<file path="config.mk">
export PLATFORM = sky130hd
export DESIGN_NAME = sumador_serial_ctrl
export DESIGN_NICKNAME = d
export VERILOG_FILES = /design/src/rtl/sumador_serial_ctrl.sv
export SDC_FILE = /design/constraint.sdc
export NUM_CORES = 1
export LEC_CHECK = 0
export ABC_AREA = 1
export CAP_MARGIN = 20
export CORE_ASPECT_RATIO = 1.1
export CORE_UTILIZATION = 47
export DETAILED_ROUTE_END_ITERATION = 12
export PLACE_DENSITY = 0.76
export SLEW_MARGIN = 20
export SYNTH_ARGS = -nofsm -noshare
export SYNTH_HDL_FRONTEND = slang
export SYNTH_SLANG_ARGS = --single-unit
export TNS_END_PERCENT = 1
</file>
<file path="constraint.sdc">
create_clock -name clk -period 1.5 [get_ports clk]
set_clock_uncertainty 0.2 [all_clocks]
set_input_delay 0.3 -clock clk [delete_from_list [all_inputs] [get_ports clk]]
set_output_delay 0.3 -clock clk [all_outputs]
set_load 0.005 [all_outputs]
</file>
<file path="src/rtl/sumador_serial_ctrl.sv">
// sumador_serial_ctrl: bit-serial adder sequencer, LSB first, one bit per clock.
// Latches two WIDTH-bit operands on start, iterates a 1-bit full adder WIDTH
// times, then presents sum/cout with a one-cycle done pulse.
// Optional feature macro: SUMADOR_SUB_EN adds a 'sub' input (A-B via ~B and
// carry-in 1) and an 'ovf' signed-overflow output.
module sumador_serial_ctrl #(
  parameter int WIDTH = 8
) (
  input  logic             clk,
  input  logic             rst_n,
  input  logic             ena,
  input  logic             start,
  input  logic [WIDTH-1:0] op_a,
  input  logic [WIDTH-1:0] op_b,
  input  logic             cin,
`ifdef SUMADOR_SUB_EN
  input  logic             sub,
  output logic             ovf,
`endif
  output logic             busy,
  output logic             done,
  output logic [WIDTH-1:0] sum,
  output logic             cout
);

  localparam int CW = (WIDTH > 2) ? $clog2(WIDTH) : 1;

  typedef enum logic [1:0] {IDLE = 2'd0, RUN = 2'd1, DONE = 2'd2} state_t;

  state_t           state_q, state_d;
  logic [WIDTH-1:0] a_q, a_d;
  logic [WIDTH-1:0] b_q, b_d;
  logic             c_q, c_d;
  logic [WIDTH-1:0] sum_q, sum_d;
  logic             cout_q, cout_d;
  logic [CW-1:0]    cnt_q, cnt_d;
`ifdef SUMADOR_SUB_EN
  logic             ovf_q, ovf_d;
`endif

  logic s_bit, c_nxt, last_bit;

  // Next-state, datapath shift and result capture; everything holds when ena=0
  always_comb begin
    state_d  = state_q;
    a_d      = a_q;
    b_d      = b_q;
    c_d      = c_q;
    sum_d    = sum_q;
    cout_d   = cout_q;
    cnt_d    = cnt_q;
`ifdef SUMADOR_SUB_EN
    ovf_d    = ovf_q;
`endif
    s_bit    = a_q[0] ^ b_q[0] ^ c_q;
    c_nxt    = (a_q[0] & b_q[0]) | (a_q[0] & c_q) | (b_q[0] & c_q);
    last_bit = (cnt_q == CW'(WIDTH - 1));

    if (ena) begin
      case (state_q)
        IDLE, DONE: begin
          if (start) begin
            // sum/cout are left alone here so the previous result stays
            // readable until the first RUN edge overwrites it.
            a_d     = op_a;
`ifdef SUMADOR_SUB_EN
            b_d     = sub ? ~op_b : op_b;
            c_d     = sub ? 1'b1 : cin;
`else
            b_d     = op_b;
            c_d     = cin;
`endif
            cnt_d   = '0;
            state_d = RUN;
          end else if (state_q == DONE) begin
            state_d = IDLE;
          end
        end
        RUN: begin
          sum_d = {s_bit, sum_q[WIDTH-1:1]};
          a_d   = a_q >> 1;
          b_d   = b_q >> 1;
          c_d   = c_nxt;
          cnt_d = cnt_q + CW'(1);
          if (last_bit) begin
            cout_d  = c_nxt;
`ifdef SUMADOR_SUB_EN
            // c_q is the carry into the MSB on this cycle
            ovf_d   = c_q ^ c_nxt;
`endif
            state_d = DONE;
          end
        end
        default: state_d = IDLE;
      endcase
    end
  end

  // State and datapath registers, cleared asynchronously (aborts any op)
  always_ff @(posedge clk or negedge rst_n) begin
    if (!rst_n) begin
      state_q <= IDLE;
      a_q     <= '0;
      b_q     <= '0;
      c_q     <= 1'b0;
      sum_q   <= '0;
      cout_q  <= 1'b0;
      cnt_q   <= '0;
`ifdef SUMADOR_SUB_EN
      ovf_q   <= 1'b0;
`endif
    end else begin
      state_q <= state_d;
      a_q     <= a_d;
      b_q     <= b_d;
      c_q     <= c_d;
      sum_q   <= sum_d;
      cout_q  <= cout_d;
      cnt_q   <= cnt_d;
`ifdef SUMADOR_SUB_EN
      ovf_q   <= ovf_d;
`endif
    end
  end

  assign busy = (state_q == RUN);
  assign done = (state_q == DONE);
  assign sum  = sum_q;
  assign cout = cout_q;
`ifdef SUMADOR_SUB_EN
  assign ovf  = ovf_q;
`endif

endmodule

</file>
== Word level (Yosys, flattened, before mapping) ==
Index checks and enable logic that the tools add are counted.
Word-level totals
  input bits: 21
  latch bits: 0
  memory bits (writable): 0
  memories kept: 0
  word-level logic and storage cells: 40
  output and inout bits: 11
  ROM bits: 0
  register bits after elaboration: 31
Cells by class
  reductions and logical operators: 7
  div/mod/pow operators: 0
  $lt $le $gt $ge: 0
  muxes and demuxes: 12
  multiply operators: 0
  equality and inequality tests: 6
  bitwise gates (word level): 7
  shift operators: 0
  $add $sub $neg: 1
Operators by type and width (count)
  8-bit case mux with 2 select lines: 2
  8-bit two-way mux: 2
  3-bit AND reduction: 3
  2-bit two-way mux: 3
  3-bit case mux with 2 select lines: 1
  2-bit case mux with 2 select lines: 1
  3-bit by 1-bit adder with 3-bit output, second input constant: 1
  1-bit bitwise AND: 3
  3-bit equality test, second input constant: 1
  3-bit two-way mux: 1
  3-bit != test, second input constant: 1
  2-bit by 1-bit equality test with 1-bit output, second input constant: 1
  2-bit equality test, second input constant: 1
  2-bit logical NOT: 1
  2-bit by 1-bit != test with 1-bit output, second input constant: 1
  2-bit != test, second input constant: 1
  1-bit OR: 2
  1-bit case mux with 2 select lines: 1
  2-bit AND reduction: 1
  2-bit nonzero test: 1
  2-bit OR reduction: 1
  1-bit bitwise XOR: 2
  1-bit two-way mux: 1

== Depth between registers and ports, before layout ==
  depth after elaboration: 4
  mapped depth: 8
  mapped depth without buffers: 6

== Least setup slack after synthesis ==
Ideal clock, no wire load.
  kind: reg-to-output
  start point: register state_q[1]
  end point: output busy
  arrival time: 0.858 ns
  buffers on the path: 2
  cell stages (with the launch flop): 6
  setup slack: 0.142 ns
  data required time: 1.000 ns
  cell sequence: dfrtp_1 -> inv_1 -> buf_4 -> nand2_2 -> buf_6 -> inv_1
Between the ends
  longest elaborated chain between the ends: 1
RTL lines
  start, declared: line 30  | state_t state_q, state_d;
  start signal, assigned: line 113  | state_q <= state_d;
  2-bit by 1-bit equality test with 1-bit output: line 126  | assign busy = (state_q == RUN);
  end, declared: line 20  | output logic busy,
Every way passes these cells.

== Worst setup path after layout ==
  start point: register state_q[1]
  end point: register c_q
Between the ends
  longest elaborated chain between the ends: 4
  elaborated cells on any way between the ends: 8
  those cells by class: eq/ne (3); mux (1); reduce/logical (4)
RTL lines
  2-bit equality test / 2-bit logical NOT (equally long branches): line 60  | case (state_q)
  2-bit OR reduction: line 60
  2-bit != test (no source line) / 2-bit nonzero test (equally long branches)
  3-bit AND reduction (no source line)
  end signal, assigned: line 105  | c_q <= 1'b0;
  end signal, assigned: line 116  | c_q <= c_d;
  end, declared: line 33  | logic c_q, c_d;
Parallel ways exist; a longest one is shown, timed or not.
A chain may end at the register's enable or synchronous reset.

==> results_dict.tcl <==
set metrics [dict create \
    status "finished with violations" \
    violations "setup timing" \
    drt_pass1_iterations 4 \
    rsz0062_at_grt "true" \
    path_max_fanout 9 \
    core_sq_um 3074 \
    yosysSeqAreaShare 0.5099 \
    p_leak_nw 1.235 \
    reg2reg_depth 8 \
    final_nets 274 \
    maxCapViolations 0 \
    cts.sinks 31 \
    syn_nets 217 \
    dpl.hpwl_um 2321 \
    wl_per_cell_um 14.82 \
    dieArea_sq_um 3469 \
    ys_seq_elements 31 \
    cts_root_buf "clkbuf_4" \
    portBuffers 31 \
    finalCriticalPeriod_ns 1.570 \
    r2r_setup_slack_ns -0.07 \
    worst-slew-pin-transition_ns 0.2942 \
    cts_buffer_depth 2 \
    ys_warn_count 0 \
    grt-ovfl-total 0 \
    p_int_w 0.002695 \
    syn_area_sq_um 1521 \
    final_cell_mix "nand2_1 (92), nand3_1 (32), dfrtp_1 (31), clkdlybuf4s50_1 (20), buf_4 (17)" \
    fin_util 0.7473 \
    post-route-period-util 1.046 \
    crit_required_ns 1.54 \
    finalWorstSetupSlack_ns -0.06953 \
    critPathKind "reg -> reg" \
    grt_max_degree 32 \
    clock.fmax_ghz 0.6371 \
    num_vias 1494 \
    hold_buffers 0 \
    cts_tree "yes" \
    start_util 0.4949 \
    r2r_end "c_q$_DFFE_PN0P_" \
    avgSynthCellArea_sq_um 7.883 \
    worstPathArrival_ns 1.61 \
    sw_frac_of_total 0.3766 \
    setup_viol 28 \
    syn2layout_area_growth_pct 50.99 \
    first_global_vias 1338 \
    power_w 0.004323 \
    rows 21 \
    setup_tns_ns -1.156 \
    numCtsBuffers 5 \
    layout-drive-gt1-share 0.2311 \
    startpoint_type "flip-flop" \
    nFillCells 210 \
    ant_nets 0 \
    p_per_area_nw_per_um2 1882 \
    p_sw_w 0.001628 \
    die_height_um 61.68 \
    io_pins 32 \
    p_comb_frac 0.514 \
    final_common_cell "nand2_1" \
    grtUsageTotal 0.2358 \
    drc 0 \
    gp_congestion 0.7888 \
    r2r_start "state_q[1]$_DFFE_PN0P_" \
    die_w_um 56.25 \
    finalHoldViolations 0 \
    via_per_inst 5.242 \
    power_frac_seq 0.326 \
    clock_latency_ns 0.34 \
    antenna_found_initial 0 \
    clkPwrFrac 0.160 \
    h-tree-depth 2 \
    synth_cell_type_count 16 \
    maxSlewHeadroom 0.8033 \
    clk_transition_reported_paths_ns 0.10 \
    routed_wirelength_um 4224 \
    grt_pass1_wl_um 6044 \
    peakVddDrop_mv 1.317 \
    endpoint_kind "flip-flop" \
    cp-startpoint "state_q[1]$_DFFE_PN0P_" \
    post-place-cells 261 \
    slew_viol_final 0 \
    synth_cells 193 \
    hold_path.class "in -> async" \
    instances_no_fill 285 \
    drtIter0Drc 95 \
    diodes 0 \
]
[metal layers]
metal / share of wire / vias to the layer above / global-route usage
li1: - / 732 / -
met1: 0.38 / 708 / 0.2812
met2: 0.54 / 44 / 0.4201
met3: 0.054 / 10 / 0.05882
met4: 0.022 / 0 / 0.09408
met5: 0 / - / 0
[power groups by stage]
stage / Combinational (W) / Sequential [W] / Clock [W]
global placement: 0.00160 / 0.00142 / 0
floorplan: 0.00102 / 0.00139 / 0
finish: 0.00222 / 0.00141 / 0.000693
detailed placement: 0.00165 / 0.00143 / 0
CTS: 0.00180 / 0.00139 / 0.000698
global route: 0.00244 / 0.00145 / 0.000730
[timing repair]
item                                    CTS  global route
gates resized for setup                  22            37
buffers inserted                          9             5
pin swaps                                 0             5
endpoints found under the setup margin   38            34
gates cloned                              0             2
[metrics by stage]
step / hold slack, ns / area, sq um / worst slack, ns
after global routing: 0.1538 / 2297 / -0.1092
after floorplan: -0.1956 / 1521 / 0.1421
after detailed placement: 0.2809 / 1933 / -0.2628
after global placement: 0.2707 / 1933 / -0.2197
after CTS: 0.1405 / 2100 / -0.1646
final: 0.1377 / 2297 / -0.06953
[cell type report]
type,instances,area [sq um],area share
flip-flops and latches,31,775.7,0.3377
multi-input cells,145,714.4,0.3110
repair buffers,62,656.9,0.2859
clock buffers,6,51.30,0.02233
well taps,34,42.54,0.01852
clock inverters,2,35.03,0.01525
inverters,5,21.27,0.009259
[synth_stat cells (all sizes together)]
cell type	n	area [sq um]
nor2	1	3.750
nand3	38	200.2
or2	1	6.260
clkbuf	1	3.750
fa	1	20.02
inv	5	18.77
o21ai	2	10.01
ha	2	25.02
dfrtp	31	775.7
nand2	99	376.6
nand4	1	6.260
buf	11	75.07
[logic make-up after synthesis]
group,share of synthesized area
AO/OA/AOI/OAI,0.006579
adder cells (fa/ha/maj),0.02960
buffers and inverters,0.06414
flip-flops,0.5099
AND/OR/NAND/NOR,0.3898
[registers in the layout, summed over array words and instances, names as in the netlist]
register	flops
sum	8
cout	1
state_q	2
b_q	8
a_q	8
cnt_q	3
c_q	1
[worst max path at each step]
stage | to | slack, ns | depth (start not counted)
finish | c_q$_DFFE_PN0P_ | -0.07 | 8
global route | a_q[4]$_DFFE_PN0P_ | -0.11 | 8
CTS | busy | -0.16 | 4
detailed placement | b_q[6]$_DFFE_PN0P_ | -0.26 | 5
global placement | b_q[2]$_DFFE_PN0P_ | -0.22 | 5
floorplan | busy | 0.14 | 5
[worst max-delay path, cell delays in order, from the launching register on]
cell and delay (ns):
dfrtp_1 0.41, inv_2 0.11, buf_6 0.12, buf_12 0.10
nand3_4 0.08, buf_12 0.16, buf_12 0.14, nand3_1 0.09
nand2_1 0.06
Note: power is estimated with default switching activity, not from simulation.
